<file path="config.mk">
export PLATFORM = sky130hd
export DESIGN_NAME = mem_port_ctrl
export DESIGN_NICKNAME = d
export VERILOG_FILES = /design/src/rtl/mem_port_ctrl_pkg.sv /design/src/rtl/mem_resp_fifo.sv /design/src/rtl/mem_port_ctrl.sv
export SDC_FILE = /design/constraint.sdc
export NUM_CORES = 1
export LEC_CHECK = 0
export ABC_CLOCK_PERIOD_IN_PS = 6500
export BUFFER_PORTS_ARGS = -buffer_cell sky130_fd_sc_hd__buf_2
export CAP_MARGIN = 20
export CORE_MARGIN = 2
export CORE_UTILIZATION = 35
export CTS_CLUSTER_SIZE = 25
export DETAILED_ROUTE_END_ITERATION = 6
export SLEW_MARGIN = 20
export SYNTH_ARGS = -nofsm -noshare
export SYNTH_HDL_FRONTEND = slang
export SYNTH_SLANG_ARGS = --single-unit
</file>
<file path="constraint.sdc">
create_clock -name CLK -period 6.5 [get_ports CLK]
set_clock_uncertainty 0.1 [all_clocks]
set_input_delay 0.65 -clock CLK [delete_from_list [all_inputs] [get_ports CLK]]
set_output_delay 0.65 -clock CLK [all_outputs]
set_load 0.005 [all_outputs]
</file>
<file path="src/rtl/mem_port_ctrl_pkg.sv">
// Shared types and constants for the block-RAM port front-end.
// Partial-strobe read-modify-write is compiled in with MEM_PORT_CTRL_RMW_EN.
package mem_port_ctrl_pkg;

  localparam int unsigned DATA_W = 32;
  localparam int unsigned STRB_W = DATA_W / 8;
  localparam int unsigned RESP_W = DATA_W + 1;

  localparam logic [STRB_W-1:0] STRB_FULL = 4'hF;

  typedef enum logic {
    S_IDLE = 1'b0,
    S_RMW  = 1'b1
  } state_e;

  typedef struct packed {
    logic              we;
    logic [DATA_W-1:0] rdata;
  } resp_t;

  // Byte-wise select: strobed bytes come from the new data, the rest from RAM.
  function automatic logic [DATA_W-1:0] merge_bytes(input logic [DATA_W-1:0] wdata,
                                                    input logic [DATA_W-1:0] rdata,
                                                    input logic [STRB_W-1:0] strb);
    logic [DATA_W-1:0] m;
    for (int i = 0; i < int'(STRB_W); i++) begin
      m[8*i +: 8] = strb[i] ? wdata[8*i +: 8] : rdata[8*i +: 8];
    end
    return m;
  endfunction

endpackage

</file>
<file path="src/rtl/mem_resp_fifo.sv">
// Synchronous response FIFO {we, rdata}; valid is registered so RAM data never
// reaches the consumer in the same cycle it is pushed.
module mem_resp_fifo
  import mem_port_ctrl_pkg::*;
#(
  parameter int unsigned DEPTH = 2
) (
  input  logic                         CLK,
  input  logic                         RST,
  input  logic                         push,
  input  resp_t                        push_data,
  input  logic                         pop,
  output logic                         out_valid,
  output resp_t                        out_data,
  output logic [$clog2(DEPTH+1)-1:0]   count
);

  localparam int unsigned PTR_W = (DEPTH > 1) ? $clog2(DEPTH) : 1;
  localparam int unsigned CNT_W = $clog2(DEPTH + 1);

  logic [RESP_W-1:0] mem_q [DEPTH];
  logic [PTR_W-1:0]  wr_ptr_q, rd_ptr_q;
  logic [CNT_W-1:0]  count_q, count_d;
  logic              valid_q;

  function automatic logic [PTR_W-1:0] ptr_inc(input logic [PTR_W-1:0] p);
    return (p == PTR_W'(DEPTH - 1)) ? '0 : p + PTR_W'(1);
  endfunction

  always_comb begin
    count_d = count_q;
    case ({push, pop})
      2'b10:   count_d = count_q + CNT_W'(1);
      2'b01:   count_d = count_q - CNT_W'(1);
      default: count_d = count_q;
    endcase
  end

  always_ff @(posedge CLK or negedge RST) begin
    if (!RST) begin
      wr_ptr_q <= '0;
      rd_ptr_q <= '0;
      count_q  <= '0;
      valid_q  <= 1'b0;
    end else begin
      if (push) wr_ptr_q <= ptr_inc(wr_ptr_q);
      if (pop)  rd_ptr_q <= ptr_inc(rd_ptr_q);
      count_q <= count_d;
      valid_q <= (count_d != '0);
    end
  end

  // Storage needs no reset: it is only observed while valid_q is set.
  always_ff @(posedge CLK) begin
    if (push) mem_q[wr_ptr_q] <= push_data;
  end

  assign out_data  = resp_t'(mem_q[rd_ptr_q]);
  assign out_valid = valid_q;
  assign count     = count_q;

endmodule

</file>
<file path="src/rtl/mem_port_ctrl.sv">
// Request/response front-end for one port of the dual-port block-RAM wrapper.
// Define MEM_PORT_CTRL_RMW_EN to honour partial byte strobes via read-modify-write.
module mem_port_ctrl
  import mem_port_ctrl_pkg::*;
#(
  parameter int unsigned WIDTH      = 10,
  parameter int unsigned RESP_DEPTH = 2
) (
  input  logic              CLK,
  input  logic              RST,
  input  logic              REQ_VALID,
  output logic              REQ_READY,
  input  logic              REQ_WE,
  input  logic [WIDTH-1:0]  REQ_ADDR,
  input  logic [DATA_W-1:0] REQ_WDATA,
  input  logic [STRB_W-1:0] REQ_STRB,
  output logic              RESP_VALID,
  input  logic              RESP_READY,
  output logic [DATA_W-1:0] RESP_RDATA,
  output logic              RESP_WE,
  output logic              RAM_RDEN,
  output logic [WIDTH-1:0]  RAM_RADDR,
  input  logic [DATA_W-1:0] RAM_RDATA,
  output logic              RAM_WREN,
  output logic [WIDTH-1:0]  RAM_WADDR,
  output logic [DATA_W-1:0] RAM_WDATA
);

  localparam int unsigned CNT_W = $clog2(RESP_DEPTH + 1);

  state_e           state_q, state_d;
  logic             inflight_q, inflight_d;
  logic             inflight_rd_q, inflight_rd_d;
  logic             accept, pop;
  logic [CNT_W-1:0] fifo_count;
  logic [CNT_W:0]   occupancy;
  resp_t            push_data, resp_out;

  // A slot is reserved for every accepted request until its response is popped.
  assign pop       = RESP_VALID & RESP_READY;
  assign occupancy = {1'b0, fifo_count} + (CNT_W+1)'(inflight_q) - (CNT_W+1)'(pop);
  assign REQ_READY = RST && (state_q == S_IDLE) && (occupancy < (CNT_W+1)'(RESP_DEPTH));
  assign accept    = REQ_VALID & REQ_READY;

`ifdef MEM_PORT_CTRL_RMW_EN
  logic              rmw_load;
  logic              partial_wr;
  logic [WIDTH-1:0]  rmw_addr_q;
  logic [DATA_W-1:0] rmw_wdata_q;
  logic [STRB_W-1:0] rmw_strb_q;

  assign partial_wr = (REQ_STRB != STRB_FULL) && (REQ_STRB != '0);
`else
  logic unused_strb;
  assign unused_strb = ^REQ_STRB;
`endif

  always_comb begin
    state_d       = state_q;
    inflight_d    = 1'b0;
    inflight_rd_d = 1'b0;
    RAM_RDEN      = 1'b0;
    RAM_WREN      = 1'b0;
    RAM_RADDR     = REQ_ADDR;
    RAM_WADDR     = REQ_ADDR;
    RAM_WDATA     = REQ_WDATA;
`ifdef MEM_PORT_CTRL_RMW_EN
    rmw_load      = 1'b0;
`endif
    unique case (state_q)
      S_IDLE: begin
        if (accept) begin
          if (!REQ_WE) begin
            RAM_RDEN      = 1'b1;
            inflight_d    = 1'b1;
            inflight_rd_d = 1'b1;
          end
`ifdef MEM_PORT_CTRL_RMW_EN
          else if (REQ_STRB == '0) begin
            inflight_d = 1'b1;
          end else if (partial_wr) begin
            RAM_RDEN = 1'b1;
            rmw_load = 1'b1;
            state_d  = S_RMW;
          end
`endif
          else begin
            RAM_WREN   = 1'b1;
            inflight_d = 1'b1;
          end
        end
      end
      S_RMW: begin
`ifdef MEM_PORT_CTRL_RMW_EN
        RAM_WREN   = 1'b1;
        RAM_WADDR  = rmw_addr_q;
        RAM_WDATA  = merge_bytes(rmw_wdata_q, RAM_RDATA, rmw_strb_q);
        inflight_d = 1'b1;
`endif
        state_d = S_IDLE;
      end
      default: state_d = S_IDLE;
    endcase
  end

  always_ff @(posedge CLK or negedge RST) begin
    if (!RST) begin
      state_q       <= S_IDLE;
      inflight_q    <= 1'b0;
      inflight_rd_q <= 1'b0;
    end else begin
      state_q       <= state_d;
      inflight_q    <= inflight_d;
      inflight_rd_q <= inflight_rd_d;
    end
  end

`ifdef MEM_PORT_CTRL_RMW_EN
  // Partial-write request held for the merge cycle.
  always_ff @(posedge CLK or negedge RST) begin
    if (!RST) begin
      rmw_addr_q  <= '0;
      rmw_wdata_q <= '0;
      rmw_strb_q  <= '0;
    end else if (rmw_load) begin
      rmw_addr_q  <= REQ_ADDR;
      rmw_wdata_q <= REQ_WDATA;
      rmw_strb_q  <= REQ_STRB;
    end
  end
`endif

  assign push_data.we    = ~inflight_rd_q;
  assign push_data.rdata = inflight_rd_q ? RAM_RDATA : '0;

  mem_resp_fifo #(
    .DEPTH(RESP_DEPTH)
  ) u_resp_fifo (
    .CLK      (CLK),
    .RST      (RST),
    .push     (inflight_q),
    .push_data(push_data),
    .pop      (pop),
    .out_valid(RESP_VALID),
    .out_data (resp_out),
    .count    (fifo_count)
  );

  assign RESP_RDATA = resp_out.rdata;
  assign RESP_WE    = resp_out.we;

endmodule

</file>
Word-level counts from Yosys, hierarchy flattened
Memory sizes are Yosys's and may differ from the RTL's. Cells that the tools add are included.

Bits of input ports: 83. Logic and storage cells: 32. Register bits after elaboration: 7. Output and inout port bits: 89. Memories kept: 1. Bits in writable memories: 66.

Memories: u_resp_fifo.mem_q (depth 2, bits a word 33, rd ports 1, clocked after memory_dff 0, wr ports 1, line mem_resp_fifo.sv:21) `logic [RESP_W-1:0] mem_q [DEPTH];`.

Reductions and logical operators: 2. Add/subtract/negate cells: 6. Multiplexer cells: 11. $lt $le $gt $ge: 1. Bitwise operators: 3. Eq/ne operators: 2.

Operators by type and width (count): $mux W32 (1); $mux W1 (9); $pmux W2 S2 (1); $add A2 B1 Y3 (1); $lt A3 B2 Y1 const B (1); $sub A3 B1 Y3 (1); $add A1 B1 Y1 const B (2); $add A2 B1 Y2 const B (1); $and A1 B1 Y1 (2); $eq A2 B1 Y1 const B (1); $eq A2 B2 Y1 const B (1); $reduce_bool A2 Y1 (1); $sub A2 B1 Y2 const B (1); $logic_and A1 B1 Y1 (1); $not A1 Y1 (1).

Longest topological paths before layout
Depth after elaboration: 6. Gate-level depth with buffers: 7. Mapped depth without buffers: 7.

Hierarchy
Synthesis repeated with hierarchy kept, for this count alone.

Cell total of the unflattened synthesis: 224. Area, all modules: 3508.4 µm².

Modules (own cells, without submodules): mem_resp_fifo (area an instance 2757.6 µm², sequential area each 2107.0 µm², cells an instance 122, times used 1); mem_port_ctrl (area an instance 750.7 µm², sequential area each 50.0 µm², cells an instance 102, times used 1).

Worst setup path before layout
No wires, ideal clock.

Path kind: input to output. Start point: input RESP_READY. End point: output RAM_RDEN. Arrival: 1.866 ns. Setup slack: 3.884 ns. Stages: 7. Path through: nand2_1 -> xnor2_1 -> nand2_1 -> fa_1 -> xnor2_1 -> and3_4 -> and3b_1.

Longest elaborated chain between the ends: 6.

RTL lines: from (decl) (line mem_port_ctrl.sv:18) `input logic RESP_READY,`; $and A1 B1 Y1 (line mem_port_ctrl.sv:40) `assign pop = RESP_VALID & RESP_READY;`; $sub A3 B1 Y3 (line mem_port_ctrl.sv:41) `assign occupancy = {1'b0, fifo_count} + (CNT_W+1)'(inflight_q) - (CNT_W+1)'(pop);`; $lt A3 B2 Y1 (line mem_port_ctrl.sv:42) `assign REQ_READY = RST && (state_q == S_IDLE) && (occupancy < (CNT_W+1)'(RESP_DEPTH));`; $logic_and A1 B1 Y1 (line mem_port_ctrl.sv:42); via REQ_READY (line mem_port_ctrl.sv:12) `output logic REQ_READY,`; $and A1 B1 Y1 (line mem_port_ctrl.sv:43) `assign accept = REQ_VALID & REQ_READY;`; $mux W1 (line mem_port_ctrl.sv:72) `if (accept) begin`; to (decl) (line mem_port_ctrl.sv:21) `output logic RAM_RDEN,`.

The timed path passes the listed nets, and every way through them passes these cells.

Final worst setup path
Start point: input RESP_READY. End point: output RAM_RDEN.

Longest elaborated chain between the ends: 6.

RTL lines (line): $and A1 B1 Y1 (mem_port_ctrl.sv:40); $sub A3 B1 Y3 (mem_port_ctrl.sv:41); $lt A3 B2 Y1 (mem_port_ctrl.sv:42); $logic_and A1 B1 Y1 (mem_port_ctrl.sv:42); $and A1 B1 Y1 (mem_port_ctrl.sv:43); $mux W1 (mem_port_ctrl.sv:72).

Every way passes these cells.

==> results.tsv <==
stage	metric	value	unit
timing	timing_worst_slew_pin_value	1040	ps
detailed_routing	drc	0	
die	num_io_pins	172	
final_layout	area_growth	9.42	%
die	die_height	102	µm
hold_path	holdCritPathClass	input port to async pin	
power_and_ir_drop	clock_power_share	27.5	%
logic_synthesis	syn_area_per_cell	15.0	µm²
final_layout	finish.instance_area	3680	µm²
global_routing	grt_antenna_before_repair	0	
clocking	cts_resized	0	
logic_synthesis	synthesis.nets	309	
clocking	cts_tree	yes	
logic_synthesis	ys_types	19	
setup_path	worst-r2r-cell-count	2	
setup_path	worst_ep_arrival_time	2120	ps
logic_synthesis	synth.cell_area	3360	µm²
timing	report.final.hold_viol_count	0	
die	design.core.area	9280	µm²
final_layout	final_common_cell	buf_2	
setup_path	critical_path_peak_fanout	4	
detailed_routing	totalWireLength	6060	µm
setup_path	critical_path.slowest_cell	fa_1	
detailed_routing	ant_nets	0	
logic_synthesis	synth_seq_area_share	64.2	%
detailed_routing	drt_iter0_drc	47	
clocking	cts_hold_buffers	0	
logic_synthesis	yosys.area.top_type_share	59.0	%
global_routing	global_route_total_usage_across_every_layer	11.5	%
final_layout	finish.net_count	334	
die	rows	35	
logic_synthesis	yosysTopAreaCell	edfxtp_1	
detailed_routing	avgViaCountPerCell	4.38	
timing	unrepaired_setup_endpoints_after_global_routing	false	
final_layout	fillerInstances	884	
timing	finalSetupViolCount	0	
global_routing	maximum_number_of_pins_on_one_net_before_global_route_repair	34	
setup_path	worst-setup-path-type	input port to primary output	
logic_synthesis	synth-warning-count	0	
power_and_ir_drop	pwr_density_cell	380	nW/µm²
final_layout	antenna_cells	0	
power_and_ir_drop	cell_internal_pwr	1.01	mW
timing	maxSlewViolCount	0	
place	dp_hpwl	4020	µm
timing	maxSlewHeadroom	30.8	%
power_and_ir_drop	vdd.ir_drop.worst	0.106	mV
logic_synthesis	synthCells	224	
setup_path	startpoint_type	input port	
final_layout	layout-drive-gt1-share	49.6	%
run	cap_violations	0	
clocking	cts_root_buffer	clkbuf_8	
global_routing	grt_overflow_total	0	
setup_path	crit_path_end_kind	primary output	
clocking	post_cts_buffers	0	
clocking	clkSlewWorstSetupHoldPaths	80	ps
logic_synthesis	synth-seq-cells	73	
final_layout	finalNonFillerCells	383	
logic_synthesis	synth_area_leaders	edfxtp_1 (59%), buf_4 (12%), mux2_2 (11%)	
global_routing	grt_first_pass_wirelength	8510	µm
timing	max_clock_freq	0.349	GHz
place	gp_routability_congestion	0.706	
status	outcome	complete, no violations	
power_and_ir_drop	power.share.sequential	46.3	%
final_layout	commonest_cells_after_routing_fill_and_taps_aside	buf_2 (73), edfxtp_1 (66), and2_1 (33), mux2_2 (33), clkbuf_8 (9)	
clocking	clock_tree.buffer_depth	2	
global_routing	grt_pass1_vias	1650	
power_and_ir_drop	power_switching_share	27.7	%
clocking	tritoncts.num_buffers	9	
power_and_ir_drop	share_comb_of_total_power	26.2	%
timing	period_utilization	44.1	%
timing	fin_worst_hold_slack	34.2	ps
setup_path	timing.critical_path.cells	buf_2, nand2_1, xnor2_1, nand2_1, fa_1, xnor2_1, and3_4, and3b_1, buf_2	
power_and_ir_drop	p_sw	0.387	mW
place	port-buffer-count	73	
die	floorplan.die.width	102	µm
setup_path	critPathMaxStageDelay	380	ps
place	numPlacedInstances	367	
power_and_ir_drop	design_power_total	1.40	mW
clocking	clock_insertion_delay_worst_skew	330	ps
die	initial_core_util	36.2	%
timing	totalNegativeSetupSlack	0	ps
power_and_ir_drop	power.static_leakage	1.43	nW
place	placement.cell_area	3460	µm²
die	floorplan.die_area	10400	µm²
timing	finalWorstPathRequiredPeriod	2870	ps
detailed_routing	drt_first_pass_iters	4	
setup_path	required	5750	ps
clocking	clkSinkCount	73	
clocking	htreeDepth	3	
detailed_routing	avgRoutedWirePerCell	15.8	µm
detailed_routing	detailroute.via_count	1677	
==> worst paths after layout <==
path                                      startpoint                            endpoint  slack (ps)
worst max-delay path                      RESP_READY                            RAM_RDEN        3630
worst min-delay path                             RST     u_resp_fifo.out_valid$_DFF_PN0_          30
worst max register to register  inflight_q$_DFF_PN0_  u_resp_fifo.mem_q[0][24]$_DFFE_PP_        4680
worst min register to register  inflight_q$_DFF_PN0_    u_resp_fifo.wr_ptr_q$_DFFE_PN0P_         420
max in group asynchronous                        RST                inflight_q$_DFF_PN0_        6100
min in group CLK                inflight_q$_DFF_PN0_    u_resp_fifo.wr_ptr_q$_DFFE_PN0P_         420
==> logic make-up after synthesis <==
| group | after synthesis | synth area share, % |
|---|---|---|
| adder cells (fa/ha/maj) | 2 | 0.968 |
| XOR/XNOR | 8 | 2.08 |
| AND/OR/NAND/NOR | 44 | 7.89 |
| AO/OA/AOI/OAI | 1 | 0.223 |
| flip-flops | 73 | 64.2 |
| multiplexers | 33 | 11.1 |
| buffers and inverters | 63 | 13.6 |
==> synth_stat cells <==
cell / count
xor2_1: 2
buf_4: 52
xnor2_1: 6
nor2_1: 5
and3_1: 1
nand2_1: 2
mux2_2: 33
and2_1: 34
inv_1: 3
buf_2: 2
and3_4: 1
dfrtp_1: 7
edfxtp_1: 66
a22oi_1: 1
clkbuf_1: 3
and3b_1: 1
fa_1: 1
buf_6: 3
ha_1: 1
==> power by group through the flow <==
stage | Clock, mW | Sequential (mW) | Combinational (mW)
after global placement | 0 | 0.658 | 0.369
after detailed placement | 0 | 0.661 | 0.374
final | 0.385 | 0.647 | 0.366
after global routing | 0.413 | 0.658 | 0.406
after floorplan | 0 | 0.620 | 0.308
after CTS | 0.398 | 0.650 | 0.376
==> state kept, by name (all words and copies together), names as in the netlist <==
signal                 cells
u_resp_fifo.count          2
inflight_rd_q              1
u_resp_fifo.out_valid      1
u_resp_fifo.wr_ptr_q       1
inflight_q                 1
u_resp_fifo.mem_q         66
u_resp_fifo.rd_ptr_q       1
==> final cells by class <==
| cell class | count | area, µm² | share of cell area [%] |
|---|---|---|---|
| clock buffers | 9 | 124 | 3.37 |
| clock inverters | 7 | 95.1 | 2.59 |
| inverters | 3 | 11.3 | 0.306 |
| multi-input cells | 88 | 756 | 20.6 |
| flip-flops and latches | 73 | 2160 | 58.7 |
| well taps | 129 | 161 | 4.39 |
| repair buffers | 74 | 373 | 10.1 |
==> layer usage <==
layer,routed length (µm),track usage [%],vias to the layer above
met3,490,3.97,35
li1,-,-,778
met5,0,0,-
met1,2230,10.9,790
met2,3040,20.0,74
met4,293,9.33,0
==> worst max-delay path: cells and delay by family <==
| kind | cells | cell delay (ps) |
|---|---|---|
| fa+ha+maj | 1 | 380 |
| buf+inv | 2 | 200 |
| simple gates | 4 | 580 |
| xor+xnor | 2 | 290 |
==> per-stage QoR <==
stage          util, %  setup WS, ps
2_1_floorplan        -          3880
3_3_place_gp      37.3          3640
3_5_place_dp      37.3          3620
4_1_cts           39.6          3620
5_1_grt           39.6          3490
6_report          39.6          3630
No activity file was read; power rests on OpenSTA's default activity.
